===== src/rtl/pen_locator_pkg.sv =====
// Shared matrix geometry, locator state encoding and default probe timing.
// Timing defaults scale with CLOCK_FREQ so a clock change keeps the same settle/sample durations.
package pen_locator_pkg;

  localparam int CLOCK_FREQ = 50_000_000;

  localparam int MATRIX_N = 8;
  localparam int COORD_W  = 3;
  localparam int IDX_W    = 2 * COORD_W;

  // 100 us settle, 400 us sample window, hit at 75 % of the window
  localparam int DEF_SETTLE_CYCLES = CLOCK_FREQ / 10_000;
  localparam int DEF_SAMPLE_CYCLES = CLOCK_FREQ / 2_500;
  localparam int DEF_HIT_THRESHOLD = (DEF_SAMPLE_CYCLES * 3) / 4;

  typedef enum logic [1:0] {
    LOC_IDLE   = 2'd0,
    LOC_SETTLE = 2'd1,
    LOC_SAMPLE = 2'd2
  } loc_state_t;

  function automatic logic [MATRIX_N-1:0] onehot(input logic [COORD_W-1:0] v);
    logic [MATRIX_N-1:0] r;
    r    = '0;
    r[v] = 1'b1;
    return r;
  endfunction

endpackage


===== src/rtl/pen_locator_if.sv =====
// Probe/position bundle between the pen locator and led_driver, plus the locator's enable and pen inputs.
// master = locator side, slave = the system/led_driver side driving en/pen_i and consuming the rest.
interface pen_locator_if;
  import pen_locator_pkg::*;

  logic                en;
  logic                pen_i;
  logic                probe_active;
  logic [MATRIX_N-1:0] probe_row;
  logic [MATRIX_N-1:0] probe_col;
  logic [COORD_W-1:0]  pos_x;
  logic [COORD_W-1:0]  pos_y;
  logic                pos_valid;
  logic                sweep_miss;
  logic                tracking;

  modport master (
    input  en, pen_i,
    output probe_active, probe_row, probe_col, pos_x, pos_y, pos_valid, sweep_miss, tracking
  );

  modport slave (
    output en, pen_i,
    input  probe_active, probe_row, probe_col, pos_x, pos_y, pos_valid, sweep_miss, tracking
  );

endinterface


===== src/rtl/pen_window_counter.sv =====
// Settle/sample down-counter and pen-high accumulator for one probe pixel; done/hit are combinational
// on the final window cycle so the verdict includes that cycle's pen sample. No backpressure.
module pen_window_counter #(
  parameter int SETTLE_CYCLES = 5000,
  parameter int SAMPLE_CYCLES = 20000,
  parameter int HIT_THRESHOLD = 15000
) (
  input  logic clk,
  input  logic rst_n,
  input  logic clear,
  input  logic load_settle,
  input  logic load_sample,
  input  logic sampling,
  input  logic pen_i,
  output logic settle_done,
  output logic window_done,
  output logic hit
);

  localparam int MAX_C = (SETTLE_CYCLES > SAMPLE_CYCLES) ? SETTLE_CYCLES : SAMPLE_CYCLES;
  localparam int CNT_W = $clog2(MAX_C + 1);
  localparam int HIT_W = $clog2(SAMPLE_CYCLES + 1);

  logic [CNT_W-1:0] cnt;
  logic [HIT_W-1:0] hits;
  logic [HIT_W-1:0] hits_nxt;
  logic             cnt_zero;

  assign cnt_zero    = (cnt == '0);
  assign settle_done = !sampling && cnt_zero;
  assign window_done = sampling && cnt_zero;
  assign hits_nxt    = hits + HIT_W'(pen_i);
  assign hit         = (hits_nxt >= HIT_W'(HIT_THRESHOLD));

  always_ff @(posedge clk or negedge rst_n) begin
    if (!rst_n) begin
      cnt  <= '0;
      hits <= '0;
    end else if (clear) begin
      cnt  <= '0;
      hits <= '0;
    end else if (load_settle) begin
      cnt <= CNT_W'(SETTLE_CYCLES - 1);
    end else if (load_sample) begin
      cnt  <= CNT_W'(SAMPLE_CYCLES - 1);
      hits <= '0;
    end else begin
      if (!cnt_zero) cnt <= cnt - CNT_W'(1);
      if (sampling)  hits <= hits_nxt;
    end
  end

endmodule


===== src/rtl/pen_locator.sv =====
// Raster-probes the 8x8 matrix one pixel at a time and reports where the pen sees light.
// Each pixel takes SETTLE_CYCLES+SAMPLE_CYCLES; results appear one cycle after the window ends. No backpressure.
module pen_locator
  import pen_locator_pkg::*;
#(
  parameter int SETTLE_CYCLES = DEF_SETTLE_CYCLES,
  parameter int SAMPLE_CYCLES = DEF_SAMPLE_CYCLES,
  parameter int HIT_THRESHOLD = DEF_HIT_THRESHOLD
) (
  input  logic          clk,
  input  logic          rst_n,
  pen_locator_if.master bus
);

  loc_state_t         state, state_nxt;
  logic [IDX_W-1:0]   idx, idx_nxt;
  logic [COORD_W-1:0] pos_x_nxt, pos_y_nxt;
  logic               pos_valid_nxt, sweep_miss_nxt, tracking_nxt;
  logic               clear, load_settle, load_sample;
  logic               settle_done, window_done, hit;

  pen_window_counter #(
    .SETTLE_CYCLES(SETTLE_CYCLES),
    .SAMPLE_CYCLES(SAMPLE_CYCLES),
    .HIT_THRESHOLD(HIT_THRESHOLD)
  ) u_window (
    .clk         (clk),
    .rst_n       (rst_n),
    .clear       (clear),
    .load_settle (load_settle),
    .load_sample (load_sample),
    .sampling    (state == LOC_SAMPLE),
    .pen_i       (bus.pen_i),
    .settle_done (settle_done),
    .window_done (window_done),
    .hit         (hit)
  );

  always_comb begin
    state_nxt      = state;
    idx_nxt        = idx;
    clear          = 1'b0;
    load_settle    = 1'b0;
    load_sample    = 1'b0;
    pos_x_nxt      = bus.pos_x;
    pos_y_nxt      = bus.pos_y;
    pos_valid_nxt  = 1'b0;
    sweep_miss_nxt = 1'b0;
    tracking_nxt   = bus.tracking;

    // Dropping en wins over a window that is ending this same cycle.
    if (!bus.en) begin
      state_nxt    = LOC_IDLE;
      idx_nxt      = '0;
      clear        = 1'b1;
      tracking_nxt = 1'b0;
    end else begin
      case (state)
        LOC_IDLE: begin
          state_nxt   = LOC_SETTLE;
          idx_nxt     = '0;
          load_settle = 1'b1;
        end
        LOC_SETTLE: begin
          if (settle_done) begin
            state_nxt   = LOC_SAMPLE;
            load_sample = 1'b1;
          end
        end
        LOC_SAMPLE: begin
          if (window_done) begin
            state_nxt   = LOC_SETTLE;
            load_settle = 1'b1;
            if (hit) begin
              pos_x_nxt     = idx[COORD_W-1:0];
              pos_y_nxt     = idx[IDX_W-1:COORD_W];
              pos_valid_nxt = 1'b1;
              tracking_nxt  = 1'b1;
              idx_nxt       = '0;
            end else if (idx == '1) begin
              idx_nxt        = '0;
              sweep_miss_nxt = 1'b1;
              tracking_nxt   = 1'b0;
            end else begin
              idx_nxt = idx + IDX_W'(1);
            end
          end
        end
        default: begin
          state_nxt = LOC_IDLE;
          idx_nxt   = '0;
          clear     = 1'b1;
        end
      endcase
    end
  end

  always_ff @(posedge clk or negedge rst_n) begin
    if (!rst_n) begin
      state            <= LOC_IDLE;
      idx              <= '0;
      bus.probe_active <= 1'b0;
      bus.probe_row    <= '0;
      bus.probe_col    <= '0;
      bus.pos_x        <= '0;
      bus.pos_y        <= '0;
      bus.pos_valid    <= 1'b0;
      bus.sweep_miss   <= 1'b0;
      bus.tracking     <= 1'b0;
    end else begin
      state            <= state_nxt;
      idx              <= idx_nxt;
      bus.probe_active <= (state_nxt != LOC_IDLE);
      bus.probe_row    <= (state_nxt != LOC_IDLE) ? onehot(idx_nxt[IDX_W-1:COORD_W]) : '0;
      bus.probe_col    <= (state_nxt != LOC_IDLE) ? onehot(idx_nxt[COORD_W-1:0]) : '0;
      bus.pos_x        <= pos_x_nxt;
      bus.pos_y        <= pos_y_nxt;
      bus.pos_valid    <= pos_valid_nxt;
      bus.sweep_miss   <= sweep_miss_nxt;
      bus.tracking     <= tracking_nxt;
    end
  end

endmodule


===== src/flat_wrapper.sv =====
// flat-port wrapper written by rule: the top's interface ports become plain ports
module pen_locator_flat import pen_locator_pkg::*;
#(
  parameter int SETTLE_CYCLES = DEF_SETTLE_CYCLES,
  parameter int SAMPLE_CYCLES = DEF_SAMPLE_CYCLES,
  parameter int HIT_THRESHOLD = DEF_HIT_THRESHOLD
)
  (clk, rst_n, bus_en, bus_pen_i, bus_probe_active, bus_probe_row, bus_probe_col, bus_pos_x, bus_pos_y, bus_pos_valid, bus_sweep_miss, bus_tracking);
  pen_locator_if bus_i ();
  input  logic clk;
  input  logic rst_n;
  input wire logic [$bits(bus_i.en)-1:0] bus_en;
  input wire logic [$bits(bus_i.pen_i)-1:0] bus_pen_i;
  output wire logic [$bits(bus_i.probe_active)-1:0] bus_probe_active;
  output wire logic [$bits(bus_i.probe_row)-1:0] bus_probe_row;
  output wire logic [$bits(bus_i.probe_col)-1:0] bus_probe_col;
  output wire logic [$bits(bus_i.pos_x)-1:0] bus_pos_x;
  output wire logic [$bits(bus_i.pos_y)-1:0] bus_pos_y;
  output wire logic [$bits(bus_i.pos_valid)-1:0] bus_pos_valid;
  output wire logic [$bits(bus_i.sweep_miss)-1:0] bus_sweep_miss;
  output wire logic [$bits(bus_i.tracking)-1:0] bus_tracking;
  assign bus_i.en = bus_en;
  assign bus_i.pen_i = bus_pen_i;
  assign bus_probe_active = bus_i.probe_active;
  assign bus_probe_row = bus_i.probe_row;
  assign bus_probe_col = bus_i.probe_col;
  assign bus_pos_x = bus_i.pos_x;
  assign bus_pos_y = bus_i.pos_y;
  assign bus_pos_valid = bus_i.pos_valid;
  assign bus_sweep_miss = bus_i.sweep_miss;
  assign bus_tracking = bus_i.tracking;
  pen_locator #(.SETTLE_CYCLES(SETTLE_CYCLES), .SAMPLE_CYCLES(SAMPLE_CYCLES), .HIT_THRESHOLD(HIT_THRESHOLD)) u_core (.clk(clk), .rst_n(rst_n), .bus(bus_i));
endmodule

===== config.mk =====
export PLATFORM = sky130hd
export DESIGN_NAME = pen_locator_flat
export DESIGN_NICKNAME = d
export VERILOG_FILES = /design/src/rtl/pen_locator_pkg.sv /design/src/rtl/pen_locator_if.sv /design/src/rtl/pen_window_counter.sv /design/src/rtl/pen_locator.sv /design/src/flat_wrapper.sv
export SDC_FILE = /design/constraint.sdc
export NUM_CORES = 1
export LEC_CHECK = 0
export BUFFER_PORTS_ARGS = -buffer_cell sky130_fd_sc_hd__buf_2
export CORE_MARGIN = 5
export CORE_UTILIZATION = 51
export CTS_BUF_LIST = sky130_fd_sc_hd__clkbuf_2
export CTS_CLUSTER_SIZE = 10
export DETAILED_ROUTE_END_ITERATION = 7
export HOLD_SLACK_MARGIN = 0.15
export PLACE_DENSITY_LB_ADDON = 0.3
export SETUP_SLACK_MARGIN = 0.3
export SYNTH_ARGS = -nofsm -noshare
export SYNTH_HDL_FRONTEND = slang
export SYNTH_SLANG_ARGS = --single-unit

===== constraint.sdc =====
create_clock -name clk -period 3 [get_ports clk]
set_input_delay 0.6 -clock clk [delete_from_list [all_inputs] [get_ports clk]]
set_output_delay 0.6 -clock clk [all_outputs]
set_load 0.01 [all_outputs]

==> flow_summary.ini, run 1 <==
[detailed_routing]
drtPass1Iterations = 6
drtIter0Drc = 180
wl_per_cell_um = 16.8
drc = 0
routed_via_density = 5.92
vias = 3045
wirelength_um = 8660
ant_nets = 0

[power_and_ir_drop]
p_per_area_mw_per_mm2 = 462
combPwrFrac = 0.208
seqPwrFrac = 0.485
p_sw_w = 0.000604
pwr-share-clk = 0.307
sw_frac_of_total = 0.308
cellInternalPower_w = 0.00135
total_leakage_power_nw = 1.98
peakVddDrop_mv = 0.320

[worst_setup_path]
r2r_cells = 12
crit_slowest_cell = dfrtp_1
rr_startpoint = u_core.u_window.hits[0]$_DFFE_PN0P_
reg2reg_to = u_core.bus.probe_row[4]$_DFF_PN0_
critPathMaxStageDelay_ps = 430
critical_path_class = reg2reg
crit_arrival_ps = 3070
crit_chain = ha_4 -> ha_4 -> buf_4 -> nand2_1 -> nor3_2 -> o31ai_1 -> a221oi_1 -> buf_4 -> o21ai_4 -> a32o_2 -> a21bo_4 -> nor4_4
worstPathMaxFanout = 5
cp-end-kind = flip-flop
start_kind = flip-flop
cp.required_ps = 3410
ff2ff_setup_slack_ps = 340

[clocking]
cts_buffers = 9
cts.sinks = 64
clk_path_buf_depth = 2
path_clk_slew_ps = 200
ctsHoldBuffers = 0
insertion_delay_ps = 500
cts_tree = done
root_buffer = clkbuf_2
htreeDepth = 3

[timing]
fmax_mhz = 375
setup_viol = 0
max_slew_margin = 0.458
finalHoldViolations = 0
finalClockSkew_ps = 40.0
period_share = 0.888
finalSetupTns_ps = 0
setup_slack_ps = 336
worst_slew_pin_slew_ps = 813
slew_violations = 0
rsz0062_at_grt = true
fin_crit_ps = 2660

[global_route]
track_usage = 0.210
grt_remaining_overflow = 0
grt_max_degree = 65
grt_pass1_vias = 3013
grt_pass1_wl_um = 14400
antenna_found_initial = 0

[yosys]
synth_compound_area_frac = 0.186
synth-edff-count = 0
synthTopCellsByArea = dfrtp_1 46%, nor2_1 4.8%, nand2_1 4.2%
synth_cell_types = 63
yosysTopAreaCell = dfrtp_1
syn_area_per_cell_um2 = 9.49
synthCells = 368
yosysSeqAreaShare = 0.459
synth_common_cells = 64 x dfrtp_1, 45 x nor2_1, 39 x nand2_1, 22 x a21oi_1, 18 x o21ai_0
synth_top_cell_area_share = 0.459
synth_area_mm2 = 0.00349
synth.most_common_cell = dfrtp_1
synth_top_flop_cell = dfrtp_1
synth_top_family_by_area = simple AND/OR/NAND/NOR gates
synth_xor_xnor_area_share = 0.0351
ys_warn_count = 0
async_flop_share = 1.00
synthSimpleGateAreaFrac = 0.227
synth-seq-cells = 64
synth_fp_nets = 380
synth_mux_area_frac = 0.0251
synthAdderAreaFrac = 0.0287

[run]
maxCapViolCount = 0

[layout]
n_antenna_cell = 0
nets = 441
syn2layout_area_growth_pct = 21.5
drive_gt1_frac = 0.334
fin_cells = 514
final_core_util = 0.631
final_cell_area_mm2 = 0.00424

[placed_design]
place_ws_ps = 2.51
dp.cells = 486
hpwl_um = 5990
io_buffers = 29
globalplace.congestion = 0.880
place_area_mm2 = 0.00390

[floorplan]
initial_utilization = 0.520
rows = 30
die_h_um = 92.8
dieWidth_um = 92.8
dieArea_mm2 = 0.00860
pin_count = 30
coreArea_mm2 = 0.00672

[min_path]
holdCritPathClass = in2async

[run_status]
status = finished, final reports clean
[layout by cell type (no fill, tap or decap), types with 7 or more instances in the layout]
| cell type | n |
|---|---|
| a21oi_1 | 20 |
| and3_1 | 8 |
| buf_2 | 29 |
| buf_4 | 33 |
| clkbuf_2 | 10 |
| dfrtp_1 | 64 |
| inv_1 | 14 |
| nand2_1 | 36 |
| nor2_1 | 43 |
| nor3_1 | 9 |
| o21ai_0 | 17 |
| xor2_1 | 7 |
[layout make-up]
class,count,area [um^2]
well taps,80,100
flip-flops and latches,64,1600
multi-input cells,276,1930
fillers,549,2480
repair buffers,64,424
inverters,14,52.6
clock inverters,6,83.8
clock buffers,10,50.0
[how the worst max path moves through the flow]
stage	startpoint	to	slack (ps)
6_report	u_core.u_window.hits[0]$_DFFE_PN0P_	u_core.bus.probe_row[4]$_DFF_PN0_	340
5_1_grt	u_core.u_window.hits[0]$_DFFE_PN0P_	u_core.bus.probe_row[4]$_DFF_PN0_	170
4_1_cts	u_core.u_window.hits[0]$_DFFE_PN0P_	u_core.bus.probe_row[4]$_DFF_PN0_	310
3_5_place_dp	bus_pen_i	u_core.bus.probe_row[4]$_DFF_PN0_	3
3_3_place_gp	bus_pen_i	u_core.bus.probe_row[5]$_DFF_PN0_	20
2_1_floorplan	bus_pen_i	u_core.bus.probe_row[6]$_DFF_PN0_	140
[registers in the layout (all words and copies together) (netlist names)]
register,cells
u_core.bus.pos_valid,1
u_core.bus.pos_x,3
u_core.bus.pos_y,3
u_core.bus.probe_active,1
u_core.bus.probe_col,8
u_core.bus.probe_row,8
u_core.bus.sweep_miss,1
u_core.bus.tracking,1
u_core.idx,6
u_core.state,2
u_core.u_window.cnt,15
u_core.u_window.hits,15
[worst max-delay path: cells and delay by family, from the launching register on]
kind	cells	cell delay [ps]
compound gates	5	1080
flops	1	430
fa+ha+maj	2	320
buf+inv	2	330
simple gates	3	430
[routing by layer]
metal / GRT usage / vias up / wire, um
met5: 0 / - / 0
met4: 0.0745 / 0 / 150
met3: 0.0544 / 17 / 408
met2: 0.354 / 94 / 4380
met1: 0.262 / 1492 / 3710
li1: - / 1442 / -
[what timing repair did]
| action | 4_1_cts | 5_1_grt |
|---|---|---|
| endpoints found under the setup margin | 32 | 41 |
| gates cloned | 0 | 1 |
| resized for setup | 7 | 22 |
| pin swaps | 4 | 14 |
| setup buffers | 6 | 5 |
[power groups by stage]
stage          combinational, W  clock [W]  sequential (W)
3_3_place_gp           0.000351          0        0.000960
3_5_place_dp           0.000362          0        0.000961
5_1_grt                0.000452   0.000657        0.000955
6_report               0.000407   0.000602        0.000949
4_1_cts                0.000389   0.000607        0.000946
2_1_floorplan          0.000280          0        0.000955
[cell families after synthesis]
family / after synthesis
AOI/OAI and AO/OA: 88
xor gates and xnor gates: 14
adders and majority gates: 8
buffers and inverters: 29
DFF: 64
muxes: 8
and+or+nand+nor: 157
[stage by stage]
step | hold slack [ps] | power [W]
6_report | 243 | 0.00196
2_1_floorplan | 304 | 0.00123
3_5_place_dp | 503 | 0.00132
4_1_cts | 260 | 0.00194
5_1_grt | 275 | 0.00206
3_3_place_gp | 487 | 0.00131
No activity file was read; power rests on OpenSTA's default activity.
==> run 2: changes to the inputs <==
- clock period: 3 -> 3.4 ns (I/O delays scaled with it)
==> flow_summary.ini, run 2 (same netlist as run 1, synthesis figures left out) <==
[run_status]
status = finished, final reports clean

[worst_setup_path]
cp.required_ps = 3820
worstPathMaxFanout = 10
start_kind = flip-flop
cp-end-kind = flip-flop
crit_arrival_ps = 3360
critical_path_class = reg2reg

[min_path]
holdCritPathClass = in2reg

[timing]
rsz0062_at_grt = false
finalClockSkew_ps = 20.9
setup_viol = 0
finalSetupTns_ps = 0
slew_violations = 0
max_slew_margin = 0.433
fmax_mhz = 340
worst_slew_pin_slew_ps = 845
finalHoldViolations = 0
period_share = 0.865
fin_crit_ps = 2940

[layout]
final_common_cell = dfrtp_1
layout_common_cells = 64 x dfrtp_1, 45 x nor2_1, 38 x nand2_1
top_regs = u_core.u_window.cnt (15), u_core.u_window.hits (15)
n_antenna_cell = 0
drive_gt1_frac = 0.233
syn2layout_area_growth_pct = 14.8
final_core_util = 0.597
nets = 415

[power_and_ir_drop]
total_leakage_power_nw = 1.85
peakVddDrop_mv = 0.328
p_per_area_mw_per_mm2 = 476

[global_route]
track_usage = 0.209
grt_max_degree = 47
grt_remaining_overflow = 0
grt_pass1_wl_um = 14100
grt_pass1_vias = 2953
antenna_found_initial = 0

[detailed_routing]
wl_per_cell_um = 16.8
drtPass1Iterations = 5
ant_nets = 0
drc = 0
wirelength_um = 8210
routed_via_density = 5.93
drtIter0Drc = 197
vias = 2895

[clocking]
insertion_delay_ps = 510
cts.sinks = 64
clk_path_buf_depth = 2
htreeDepth = 3
cts_buffers = 9
root_buffer = clkbuf_2
cts_tree = done
path_clk_slew_ps = 200

[floorplan]
pin_count = 30
rows = 30
dieArea_mm2 = 0.00860
initial_utilization = 0.520
die_h_um = 92.8
coreArea_mm2 = 0.00672
dieWidth_um = 92.8

[placed_design]
hpwl_um = 5920
io_buffers = 29
globalplace.congestion = 0.933

[run]
maxCapViolCount = 0
run 2: changes by cell type in the layout (fill, tap and decap cells not counted), moves of 3 or more:
| cell | previous run | this run |
|---|---|---|
| nor4_1 | 4 | 8 |
| nand3_2 | 3 | 0 |
| o21ai_2 | 5 | 2 |
| bufinv_16 | 2 | 5 |
| buf_4 | 33 | 9 |
| clkinv_2 | 3 | 0 |
| nand3_1 | 5 | 8 |
| nor4_2 | 4 | 0 |
run 2: layer usage:
layer | global-route usage | up-vias | routed length (um)
li1 | - | 1395 | -
met1 | 0.262 | 1420 | 3570
met2 | 0.349 | 60 | 4110
met3 | 0.0487 | 20 | 332
met4 | 0.0806 | 0 | 189
met5 | 0 | - | 0
run 2: power breakdown:
part,leakage [nW],total (W),internal (W),switching [W]
clock network,0.116,0.000764,0.000467,0.000297
logic,0.862,0.000306,0.000115,0.000191
registers,0.871,0.000837,0.000799,0.0000379
total,1.85,0.00191,0.00138,0.000525
run 2: metrics by stage:
stage	cells	area (um^2)	hold slack (ps)	worst slack (ps)	power, W
after CTS	488	3970	474	321	0.00191
final	488	4010	505	458	0.00191
after global placement	471	3750	471	159	0.00114
after global routing	488	4010	480	309	0.00200
after floorplan	368	3520	384	336	0.00108
after detailed placement	471	3750	489	42.7	0.00115
run 2: path summary, 6_finish.rpt:
check | start | to | slack, ps | cells after the start
max in group asynchronous | rst_n | u_core.bus.pos_x[1]$_DFFE_PN0P_ | 1850 | 3
hold reg to reg | u_core.u_window.hits[13]$_DFFE_PN0P_ | u_core.u_window.hits[13]$_DFFE_PN0P_ | 520 | 1
hold / removal | bus_en | u_core.bus.sweep_miss$_DFF_PN0_ | 500 | 2
setup / recovery | u_core.u_window.cnt[3]$_DFFE_PN0P_ | u_core.bus.probe_row[5]$_DFF_PN0_ | 460 | 7
setup reg to reg | u_core.u_window.cnt[3]$_DFFE_PN0P_ | u_core.bus.probe_row[5]$_DFF_PN0_ | 460 | 7
min in group asynchronous | rst_n | u_core.u_window.hits[2]$_DFFE_PN0P_ | 600 | 2
run 2: timing repair:
item                                    CTS  global route
hold endpoints to repair                 18             0
setup buffers                             0             0
hold buffers                              1             0
endpoints found under the setup margin    0            22
gates resized for setup                   0             7
run 2: critical path, cell delays in order (launching register included):
cell and delay (ps):
dfrtp_1 460, or3_1 470, or4_4 620, or2_4 320
a21o_1 270, a32o_2 260, buf_4 150, nor4_1 290
run 2: layout make-up:
type	instances	area, um^2
flip-flops and latches	64	1600
clock inverters	7	168
multi-input cells	275	1820
fillers	551	2710
inverters	14	52.6
repair buffers	39	223
clock buffers	9	45.0
well taps	80	100
